### config.mk
export PLATFORM = sky130hd
export DESIGN_NAME = regfile_wb_arbiter_flat
export DESIGN_NICKNAME = d
export VERILOG_FILES = /design/src/rtl/regfile_wb_arbiter_pkg.sv /design/src/rtl/regfile_wb_arbiter_if.sv /design/src/rtl/regfile_wb_arbiter_rr.sv /design/src/rtl/regfile_wb_arbiter.sv /design/src/flat_wrapper.sv
export SDC_FILE = /design/constraint.sdc
export NUM_CORES = 1
export LEC_CHECK = 0
export BUFFER_PORTS_ARGS = -buffer_cell sky130_fd_sc_hd__buf_2
export CAP_MARGIN = 20
export CORE_ASPECT_RATIO = 0.9
export CORE_MARGIN = 2
export CORE_UTILIZATION = 47
export DETAILED_ROUTE_END_ITERATION = 10
export GPL_TIMING_DRIVEN = 0
export PLACE_DENSITY = 0.86
export REMOVE_ABC_BUFFERS = 1
export SETUP_SLACK_MARGIN = 0.02
export SKIP_CTS_REPAIR_TIMING = 1
export SLEW_MARGIN = 30
export SYNTH_ARGS = -nofsm -noshare
export SYNTH_HDL_FRONTEND = slang
export SYNTH_SLANG_ARGS = --single-unit
### constraint.sdc
create_clock -name clock -period 2.2 [get_ports clock]
set_input_delay 0.33 -clock clock [delete_from_list [all_inputs] [get_ports clock]]
set_output_delay 0.33 -clock clock [all_outputs]
set_load 0.005 [all_outputs]
### src/rtl/regfile_wb_arbiter_pkg.sv
`default_nettype none
// +----------------------------------------------------------------------+
// | Package : rf_wb_pkg                                                  |
// | Shared widths, register-zero constant and enums for the register-    |
// | file writeback arbiter.                                              |
// | Revision: 1.0 - initial release                                      |
// +----------------------------------------------------------------------+
package rf_wb_pkg;

    localparam int              ADDR_W   = 5;
    localparam int              DATA_W   = 32;
    localparam logic [ADDR_W-1:0] REG_ZERO = '0;

    // Requester index; also the value driven on rf_sel
    typedef enum logic {
        SRC_ALU  = 1'b0,
        SRC_LOAD = 1'b1
    } wb_src_e;

    // One-hot encoded output-stage state
    typedef enum logic [2:0] {
        IDLE  = 3'b001,
        WRITE = 3'b010,
        STALL = 3'b100
    } wb_state_e;

endpackage
`default_nettype wire

### src/rtl/regfile_wb_arbiter_if.sv
`default_nettype none
// +----------------------------------------------------------------------+
// | Interface : regfile_wb_arbiter_if                                    |
// | Writeback request handshakes, stall and register-file write port.   |
// | master = requester/pipeline side, slave = arbiter side.              |
// | Revision: 1.0 - initial release                                      |
// +----------------------------------------------------------------------+
interface regfile_wb_arbiter_if #(
    parameter int DATA_W = rf_wb_pkg::DATA_W,
    parameter int ADDR_W = rf_wb_pkg::ADDR_W,
    parameter int CNT_W  = 16
);
    logic              wb_stall;
    logic              req0_valid;
    logic [ADDR_W-1:0] req0_addr;
    logic [DATA_W-1:0] req0_data;
    logic              req0_ready;
    logic              req1_valid;
    logic [ADDR_W-1:0] req1_addr;
    logic [DATA_W-1:0] req1_data;
    logic              req1_ready;
    logic              rf_we;
    logic [ADDR_W-1:0] rf_waddr;
    logic [DATA_W-1:0] rf_wdata;
    logic              rf_sel;
    logic [CNT_W-1:0]  conflict_cnt;

    modport master (
        output wb_stall,
        output req0_valid, req0_addr, req0_data,
        input  req0_ready,
        output req1_valid, req1_addr, req1_data,
        input  req1_ready,
        input  rf_we, rf_waddr, rf_wdata, rf_sel, conflict_cnt
    );

    modport slave (
        input  wb_stall,
        input  req0_valid, req0_addr, req0_data,
        output req0_ready,
        input  req1_valid, req1_addr, req1_data,
        output req1_ready,
        output rf_we, rf_waddr, rf_wdata, rf_sel, conflict_cnt
    );
endinterface
`default_nettype wire

### src/rtl/regfile_wb_arbiter_rr.sv
`default_nettype none
// +----------------------------------------------------------------------+
// | Module  : rr_arbiter_2                                               |
// | Two-way round-robin arbiter: combinational grant plus the flop that  |
// | remembers the last winner. rr_last resets to 1 so req[0] wins the    |
// | first contention.                                                    |
// | Revision: 1.0 - initial release                                      |
// +----------------------------------------------------------------------+
module rr_arbiter_2
    import rf_wb_pkg::*;
(
    input  wire logic       clock,
    input  wire logic       reset,
    input  wire logic [1:0] req,
    input  wire logic       enable,
    output logic      [1:0] gnt,
    output logic            gnt_idx
);

    wb_src_e r_rr_last;

    // Grant the lone requester, or the one that did not win last time
    always_comb begin
        gnt = 2'b00;
        if (enable) begin
            case (req)
                2'b01:   gnt = 2'b01;
                2'b10:   gnt = 2'b10;
                2'b11:   gnt = (r_rr_last == SRC_LOAD) ? 2'b01 : 2'b10;
                default: gnt = 2'b00;
            endcase
        end
    end

    assign gnt_idx = gnt[1];

    // Remember the winner, only when a grant is actually issued
    always_ff @(posedge clock or posedge reset) begin
        if (reset) begin
            r_rr_last <= SRC_LOAD;
        end else if (|gnt) begin
            r_rr_last <= wb_src_e'(gnt_idx);
        end
    end

endmodule
`default_nettype wire

### src/rtl/regfile_wb_arbiter.sv
`default_nettype none
// +----------------------------------------------------------------------+
// | Module  : regfile_wb_arbiter                                         |
// | Shares the register-file write port between the ALU (req0) and the  |
// | load unit (req1) with round-robin arbitration and one registered    |
// | output stage.                                                        |
// | Optional feature macro: RF_WB_CONFLICT_CNT_EN (contention counter). |
// | Revision: 1.0 - initial release                                      |
// +----------------------------------------------------------------------+
module regfile_wb_arbiter #(
    parameter int DATA_W = rf_wb_pkg::DATA_W,
    parameter int ADDR_W = rf_wb_pkg::ADDR_W,
    parameter int CNT_W  = 16
) (
    input  wire logic            clock,
    input  wire logic            reset,
    regfile_wb_arbiter_if.slave  bus
);
    import rf_wb_pkg::*;

    localparam logic [ADDR_W-1:0] c_reg_zero = ADDR_W'(REG_ZERO);

    logic [1:0]        w_req;
    logic [1:0]        w_gnt;
    logic              w_gnt_idx;
    logic              w_enable;
    logic              w_accept;
    logic [ADDR_W-1:0] w_addr;
    logic [DATA_W-1:0] w_data;

    wb_state_e         r_state;
    logic              r_we;
    logic [ADDR_W-1:0] r_waddr;
    logic [DATA_W-1:0] r_wdata;
    wb_src_e           r_sel;

    assign w_req    = {bus.req1_valid, bus.req0_valid};
    // No grants while stalled or while reset is held
    assign w_enable = !bus.wb_stall && !reset;

    rr_arbiter_2 u_arb (
        .clock   (clock),
        .reset   (reset),
        .req     (w_req),
        .enable  (w_enable),
        .gnt     (w_gnt),
        .gnt_idx (w_gnt_idx)
    );

    // Grants only ever cover valid requesters, so ready implies valid
    assign bus.req0_ready = w_gnt[0];
    assign bus.req1_ready = w_gnt[1];
    assign w_accept       = |w_gnt;
    assign w_addr         = w_gnt_idx ? bus.req1_addr : bus.req0_addr;
    assign w_data         = w_gnt_idx ? bus.req1_data : bus.req0_data;

    // Output stage FSM: load on accept, write-enable only for nonzero destinations
    always_ff @(posedge clock or posedge reset) begin
        if (reset) begin
            r_state <= IDLE;
            r_we    <= 1'b0;
            r_waddr <= '0;
            r_wdata <= '0;
            r_sel   <= SRC_ALU;
        end else begin
            case (r_state)
                IDLE, WRITE, STALL: begin
                    if (bus.wb_stall)  r_state <= STALL;
                    else if (w_accept) r_state <= WRITE;
                    else               r_state <= IDLE;
                end
                default: r_state <= IDLE;
            endcase
            // Register 0 is accepted and recorded but never written
            r_we <= w_accept && (w_addr != c_reg_zero);
            if (w_accept) begin
                r_waddr <= w_addr;
                r_wdata <= w_data;
                r_sel   <= wb_src_e'(w_gnt_idx);
            end
        end
    end

    assign bus.rf_we    = r_we;
    assign bus.rf_waddr = r_waddr;
    assign bus.rf_wdata = r_wdata;
    assign bus.rf_sel   = r_sel;

`ifdef RF_WB_CONFLICT_CNT_EN
    logic [CNT_W-1:0] r_conflict_cnt;

    // Count unstalled cycles where both requesters compete, saturating
    always_ff @(posedge clock or posedge reset) begin
        if (reset) begin
            r_conflict_cnt <= '0;
        end else if ((&w_req) && !bus.wb_stall && (r_conflict_cnt != '1)) begin
            r_conflict_cnt <= r_conflict_cnt + CNT_W'(1);
        end
    end

    assign bus.conflict_cnt = r_conflict_cnt;
`else
    assign bus.conflict_cnt = '0;
`endif

endmodule
`default_nettype wire

### src/flat_wrapper.sv
// flat-port wrapper written by rule: the top's interface ports become plain ports
module regfile_wb_arbiter_flat import rf_wb_pkg::*;
#(
    parameter int DATA_W = rf_wb_pkg::DATA_W,
    parameter int ADDR_W = rf_wb_pkg::ADDR_W,
    parameter int CNT_W  = 16
)
  (clock, reset, bus_wb_stall, bus_req0_valid, bus_req0_addr, bus_req0_data, bus_req0_ready, bus_req1_valid, bus_req1_addr, bus_req1_data, bus_req1_ready, bus_rf_we, bus_rf_waddr, bus_rf_wdata, bus_rf_sel, bus_conflict_cnt);
  regfile_wb_arbiter_if #(.DATA_W(DATA_W), .ADDR_W(ADDR_W), .CNT_W(CNT_W)) bus_i ();
  input  wire logic clock;
  input  wire logic reset;
  input wire logic [$bits(bus_i.wb_stall)-1:0] bus_wb_stall;
  input wire logic [$bits(bus_i.req0_valid)-1:0] bus_req0_valid;
  input wire logic [$bits(bus_i.req0_addr)-1:0] bus_req0_addr;
  input wire logic [$bits(bus_i.req0_data)-1:0] bus_req0_data;
  output wire logic [$bits(bus_i.req0_ready)-1:0] bus_req0_ready;
  input wire logic [$bits(bus_i.req1_valid)-1:0] bus_req1_valid;
  input wire logic [$bits(bus_i.req1_addr)-1:0] bus_req1_addr;
  input wire logic [$bits(bus_i.req1_data)-1:0] bus_req1_data;
  output wire logic [$bits(bus_i.req1_ready)-1:0] bus_req1_ready;
  output wire logic [$bits(bus_i.rf_we)-1:0] bus_rf_we;
  output wire logic [$bits(bus_i.rf_waddr)-1:0] bus_rf_waddr;
  output wire logic [$bits(bus_i.rf_wdata)-1:0] bus_rf_wdata;
  output wire logic [$bits(bus_i.rf_sel)-1:0] bus_rf_sel;
  output wire logic [$bits(bus_i.conflict_cnt)-1:0] bus_conflict_cnt;
  assign bus_i.wb_stall = bus_wb_stall;
  assign bus_i.req0_valid = bus_req0_valid;
  assign bus_i.req0_addr = bus_req0_addr;
  assign bus_i.req0_data = bus_req0_data;
  assign bus_req0_ready = bus_i.req0_ready;
  assign bus_i.req1_valid = bus_req1_valid;
  assign bus_i.req1_addr = bus_req1_addr;
  assign bus_i.req1_data = bus_req1_data;
  assign bus_req1_ready = bus_i.req1_ready;
  assign bus_rf_we = bus_i.rf_we;
  assign bus_rf_waddr = bus_i.rf_waddr;
  assign bus_rf_wdata = bus_i.rf_wdata;
  assign bus_rf_sel = bus_i.rf_sel;
  assign bus_conflict_cnt = bus_i.conflict_cnt;
  regfile_wb_arbiter #(.DATA_W(DATA_W), .ADDR_W(ADDR_W), .CNT_W(CNT_W)) u_core (.clock(clock), .reset(reset), .bus(bus_i));
endmodule
-- After elaboration in Yosys (flattened, before gate mapping)
Cells that the tools add are included.
Widths: inputs -> output; s select.
- equal/unequal tests: 3
- multiplexer cells: 5
- reductions and logical operators: 6
- operators by type and width (kind ; number):
    $mux 32 ; 1
    $pmux 2 s3 ; 1
    $mux 5 ; 1
    $reduce_bool 5->1 ; 1
    $eq 2x2->1 const B ; 2
    $mux 2 ; 2
    $eq 2x1->1 const B ; 1
    $logic_and 1x1->1 ; 2
    $logic_not 1->1 ; 2
    $reduce_or 2->1 ; 1
- bits in registers: 40
- output and inout port bits: 57
- word-level logic and storage cells: 19

-- Depth between registers and ports, before layout
Gate-level depths: netlist of the first run.
- depth after elaboration: 6
- mapped depth: 6
- mapped depth without buffers: 4

-- Hierarchy
A second synthesis of the first run with hierarchy kept.
- cells, all modules: 200
- area total of the unflattened synthesis: 1994.4 um2
- modules (own cells, without submodules) (module ; times used ; cells each ; area an instance (um2) ; sequential area each (um2)):
    regfile_wb_arbiter ; 1 ; 190 ; 1920.6 ; 975.9
    rr_arbiter_2 ; 1 ; 10 ; 73.8 ; 26.3

-- Worst setup path before layout of the first run
Ideal clock, no wire load.
- path type: flip-flop to output port
- start point: register u_core.u_arb.r_rr_last
- end point: output bus_req1_ready
- arrival: 1.135 ns
- required time: 1.870 ns
- path slack: 0.735 ns
- stages on the path, launching flop included: 6
- buffers on the path: 2
- cells stage by stage: dfstp_2 -> a211o_1 -> or2_1 -> clkbuf_1 -> buf_6 -> inv_2
- longest elaborated chain between the ends: 3
- ends and longest elaborated chain (element ; line ; RTL):
    from (decl) ; regfile_wb_arbiter_rr.sv:20 ; wb_src_e r_rr_last;
    from (signal assigned) ; regfile_wb_arbiter_rr.sv:42 ; r_rr_last <= wb_src_e'(gnt_idx);
    $mux 2 ; regfile_wb_arbiter_rr.sv:29 ; 2'b11: gnt = (r_rr_last == SRC_LOAD) ? 2'b01 : 2'b10;
    $pmux 2 s3 ; regfile_wb_arbiter_rr.sv:26 ; case (req)
    $mux 2 ; regfile_wb_arbiter_rr.sv:25 ; if (enable) begin
    to (decl) ; flat_wrapper.sv:20 ; output wire logic [$bits(bus_i.req1_ready)-1:0] bus_req1_ready;
No other way between the ends.

-- Worst setup path in the final report of the first run
Ends and elaborated chain as after synthesis.

==> results.cfg, run 1 <==
[status]
outcome = complete, but fails checks
violations = setup timing

[timing]
finalHoldViolCount = 0
worst_pin_slew_ps = 796
setup_viol_count_final = 1
fin_worst_skew_ps = 5.50
drv_slew = 0
worst_slack_ps = -15.7
post-route-min-period_ps = 2220
fmax_ghz = 0.451
rsz0062_at_grt = yes
relSlewSlack = 0.469
fin_hold_ws_ps = 93.6
finalCritPeriodShare = 1.01

[critical_path]
cp_num_buf_inv = 2
start_kind = flop
criticalPathCategory = reg -> out
rrSetupSlack_ps = 400
cp_top_family = flip-flops
r2r.worst_path.cells = 3
reg2reg_to = u_core.bus.rf_wdata[10]$_DFFE_PP0P_
end_kind = output port
cpMaxStageDelayCell = dfstp_2
path_cells = a211o_4 -> or2_4 -> inv_2 -> buf_2
r2r_start = u_core.u_arb.r_rr_last$_DFFE_PP1P_
max_stage_delay_ps = 590
cp.depth = 4
cp_max_fo = 39
required_ps = 1870
critPathArrivalTime_ps = 1890

[routing]
vias_per_cell = 5.81
drt_wl_total_um = 6660
wl_per_cell_um = 16.0
drt_drc_violations_left = 0
ant_nets = 0
drt_iter0_markers = 161
vias = 2418
first_pass_iters = 4

[final_layout]
diodes = 0
nets = 432
fin_area_um2 = 2860
finish.utilization = 0.638
layout.cells.most_common = buf_2
syn_to_final_growth_pct = 28.8
fin_cells = 416
fillCellCount = 406
layout_common_cells = 118 x buf_2, 39 x dfrtp_1, 37 x nand4_1, 37 x nor3_1, 37 x a31oi_1
drive_gt1_frac = 0.393

[placed_design]
place.port_buffers = 119
dp_hpwl_um = 4320
gp_congestion = 0.814
dpl-instance-area_um2 = 2750
dpl.cell_count = 407

[power]
clkPwrFrac = 0.232
p_switching_mw = 0.689
power_density_nw_per_um2 = 754
switching_share = 0.319
ir_drop_mv = 0.385
power_frac_seq = 0.465
intPower_mw = 1.47
combPwrFrac = 0.303
leakage_nw = 1.29

[cts]
cts_buffers = 5
cts_sinks = 40
clk_latency_ps = 290
cts_buffer_depth = 2
clk_pin_slew_ps = 80
h-tree-depth = 2
cts_root_buf = clkbuf_8
tritoncts = done

[yosys]
synth-seq-area-share = 0.451
ys_types = 26
ys_ff_latch = 40
syn_avg_cell_area_um2 = 8.65
synth_area_um2 = 2220
synth_cells = 257
ys.warnings.count = 0

[grt]
grt_start_max_net_pins = 41
grt_pass1_wl_um = 10600
antenna_found_initial = 0
track_usage = 0.243
grt_overflow_total = 0
grt_pass1_vias = 2350

[die]
rows = 23
dieArea_um2 = 5290
die_h_um = 69.2
die_w_um = 76.5
io_pins = 136
start_util = 0.495
coreArea_um2 = 4490

[hold_path]
hold_class = in -> async

[run]
cap_violations = 0
synth_stat cells:
cell | n | area [um2]
a211o_1 | 1 | 8.76
a21o_1 | 1 | 7.51
a31oi_1 | 37 | 231
buf_1 | 5 | 18.8
buf_2 | 10 | 50.1
buf_4 | 16 | 120
buf_6 | 3 | 33.8
clkbuf_1 | 15 | 56.3
conb_1 | 1 | 3.75
dfrtp_1 | 39 | 976
dfstp_2 | 1 | 26.3
inv_1 | 3 | 11.3
inv_2 | 1 | 3.75
nand2_1 | 2 | 7.51
nand2b_1 | 1 | 6.26
nand3_1 | 1 | 5.00
nand4_1 | 37 | 231
nor2_1 | 3 | 11.3
nor2b_1 | 1 | 6.26
nor3_1 | 37 | 185
o21ai_0 | 16 | 80.1
o21ai_1 | 21 | 105
o22ai_1 | 1 | 6.26
or2_1 | 1 | 6.26
or3b_1 | 1 | 8.76
or4_1 | 2 | 15.0
layer usage:
| metal | vias to the layer above | routed length, um | global-route usage |
|---|---|---|---|
| met5 | - | 0 | 0 |
| li1 | 1137 | - | - |
| met4 | 0 | 51 | 0.0687 |
| met2 | 133 | 3380 | 0.444 |
| met3 | 8 | 559 | 0.0469 |
| met1 | 1140 | 2670 | 0.290 |
kinds of logic after synthesis:
kind of cell,count (synthesis),share of synthesized area
AOI/OAI and AO/OA,77,0.198
other,1,0.00169
and+or+nand+nor,86,0.217
DFF,40,0.451
buffers and inverters,53,0.132
metrics by stage:
| stage | setup slack (ps) | setup TNS, ps | power, mW |
|---|---|---|---|
| after CTS | -657 | -6360 | 2.16 |
| after detailed placement | -673 | -19600 | 1.66 |
| after floorplan | -167 | -3000 | 1.29 |
| after global routing | -68.2 | -68.2 | 2.29 |
| after global placement | -1430 | -52040 | 1.61 |
| final | -15.7 | -15.7 | 2.16 |
sequential cells by signal, summed over array words and instances (netlist names):
signal / cells
u_core.bus.rf_sel: 1
u_core.bus.rf_waddr: 5
u_core.u_arb.r_rr_last: 1
u_core.bus.rf_wdata: 32
u_core.bus.rf_we: 1
power by group through the flow:
| stage | sequential, mW | clock (mW) | combinational, mW |
|---|---|---|---|
| 3_3_place_gp | 1.00 | 0 | 0.606 |
| 4_1_cts | 1.00 | 0.510 | 0.646 |
| 3_5_place_dp | 1.01 | 0 | 0.648 |
| 2_1_floorplan | 1.02 | 0 | 0.272 |
| 5_1_grt | 1.03 | 0.548 | 0.718 |
| 6_report | 1.01 | 0.501 | 0.654 |
area by class of cell:
| cell class | instances | area (um2) | share of cell area |
|---|---|---|---|
| Tap cell | 62 | 77.6 | 0.0271 |
| Multi-Input combinational cell | 180 | 1020 | 0.357 |
| Clock buffer | 8 | 90.1 | 0.0315 |
| Timing Repair Buffer | 122 | 656 | 0.229 |
| Inverter | 4 | 15.0 | 0.00524 |
| Sequential cell | 40 | 1000 | 0.350 |
worst max path at each step:
stage	to	startpoint	slack, ps
after floorplan	bus_req1_ready	u_core.u_arb.r_rr_last$_DFFE_PP1P_	-170
after global placement	bus_req1_ready	bus_req0_valid	-1430
after detailed placement	bus_req1_ready	bus_req0_valid	-670
after CTS	bus_req1_ready	bus_req0_valid	-660
after global routing	bus_req1_ready	u_core.u_arb.r_rr_last$_DFFE_PP1P_	-70
final	bus_req1_ready	u_core.u_arb.r_rr_last$_DFFE_PP1P_	-20
Power figures use the tool's default switching activity.
==> run 2: changes to the inputs <==
--- a/config.mk
+++ b/config.mk
@@ -12,10 +12,9 @@
 export CORE_UTILIZATION = 47
 export DETAILED_ROUTE_END_ITERATION = 10
 export GPL_TIMING_DRIVEN = 0
-export PLACE_DENSITY = 0.86
+export PLACE_DENSITY_LB_ADDON = 0.12
 export REMOVE_ABC_BUFFERS = 1
 export SETUP_SLACK_MARGIN = 0.02
-export SKIP_CTS_REPAIR_TIMING = 1
 export SLEW_MARGIN = 30
 export SYNTH_ARGS = -nofsm -noshare
 export SYNTH_HDL_FRONTEND = slang
==> results.cfg, run 2 (synthesized netlist as in run 1, its figures left out) <==
[run]
cap_violations = 0

[critical_path]
cp_max_fo = 20
rrSetupSlack_ps = 540
critPathArrivalTime_ps = 1740
criticalPathCategory = reg -> out
end_kind = output port
start_kind = flop
required_ps = 1870

[die]
dieArea_um2 = 5290
coreArea_um2 = 4490
start_util = 0.495
io_pins = 136
die_w_um = 76.5
rows = 23
die_h_um = 69.2

[power]
clkPwrFrac = 0.233
p_switching_mw = 0.703
power_frac_seq = 0.455
switching_share = 0.321
ir_drop_mv = 0.395
p_total_mw = 2.19
intPower_mw = 1.49
leakage_nw = 1.31
power_density_nw_per_um2 = 751
combPwrFrac = 0.312

[routing]
drt_iter0_markers = 235
vias = 2475
drt_wl_total_um = 6960
first_pass_iters = 4
vias_per_cell = 5.92
drt_drc_violations_left = 0
wl_per_cell_um = 16.6
ant_nets = 0

[grt]
antenna_found_initial = 0
grt_start_max_net_pins = 42
grt_overflow_total = 0
grt_pass1_vias = 2239
track_usage = 0.266
grt_pass1_wl_um = 11400

[status]
outcome = complete, no violations

[final_layout]
layout_common_cells = 118 x buf_2, 39 x dfrtp_1, 37 x nand4_1, 37 x nor3_1, 37 x a31oi_1
drive_gt1_frac = 0.396
largest_register_ffs = 32
layout.cells.most_common = buf_2
fin_area_um2 = 2920
syn_to_final_growth_pct = 31.4
finish.utilization = 0.651
diodes = 0
nets = 434

[timing]
rsz0062_at_grt = no
post-route-min-period_ps = 2070
finalCritPeriodShare = 0.942
finalHoldViolCount = 0
relSlewSlack = 0.448
worst_pin_slew_ps = 827
fin_worst_skew_ps = 4.25
drv_slew = 0
setup_viol_count_final = 0
fin_hold_ws_ps = 121
fmax_ghz = 0.483

[cts]
cts_buffers = 5
tritoncts = done
cts_sinks = 40
clk_latency_ps = 290
cts_buffer_depth = 2
cts_setup_buffers = 0
h-tree-depth = 2
cts_root_buf = clkbuf_8
clk_pin_slew_ps = 80

[placed_design]
place.port_buffers = 119
dp_hpwl_um = 4260
dpl-instance-area_um2 = 2800
gp_congestion = 0.719

[hold_path]
hold_class = in -> async
## run 2: power groups by stage
stage               registers [mW]  logic, mW  clock network [mW]
global placement              1.00      0.621                   0
finish                       0.998      0.683               0.511
CTS                          0.997      0.684               0.514
floorplan                     1.02      0.272                   0
global route                  1.02      0.755               0.542
detailed placement            1.01      0.675                   0
## run 2: final timing paths
kind | start | to | cells after the start
worst max-delay path | u_core.u_arb.r_rr_last$_DFFE_PP1P_ | bus_req1_ready | 4
worst min-delay path | reset | u_core.bus.rf_wdata[25]$_DFFE_PP0P_ | 2
worst max register to register | u_core.u_arb.r_rr_last$_DFFE_PP1P_ | u_core.bus.rf_waddr[0]$_DFFE_PP0P_ | 3
worst min register to register | u_core.bus.rf_sel$_DFFE_PP0P_ | u_core.bus.rf_sel$_DFFE_PP0P_ | 1
max in group asynchronous | reset | u_core.u_arb.r_rr_last$_DFFE_PP1P_ | 3
min in group clock | bus_req1_data[15] | u_core.bus.rf_wdata[15]$_DFFE_PP0P_ | 3
## run 2: layout make-up
cell class	instances	area [um2]
clock buffer	8	90.1
fill	419	1570
inverter	4	15.0
multi-input combinational	181	1030
sequential	40	1000
tap	62	77.6
timing repair buffer	123	708
## run 2: timing repair
action / CTS / global route
resized for setup: 3 / 0
hold buffers: 0 / 0
setup endpoints to repair: 41 / 0
## run 2: metrics by stage
stage	cells	setup slack [ps]	setup TNS (ps)
global route	418	46.0	0
floorplan	223	-167	-3000
detailed placement	408	-720	-21140
global placement	404	-1590	-58750
CTS	418	132	0
finish	418	127	0
## run 2: critical path, stage by stage (launching register included)
cell and delay, ps:
dfstp_2 610, a211o_4 300, or2_4 350, inv_2 60
buf_2 130
## run 2: per-layer routing
metal  vias to the layer above  share of wire  global-route usage
met5                         -              0                   0
met4                         0          0.014              0.0687
met3                        10           0.11              0.0599
met2                       161           0.47               0.413
met1                      1154           0.41               0.379
li1                       1150              -                   -
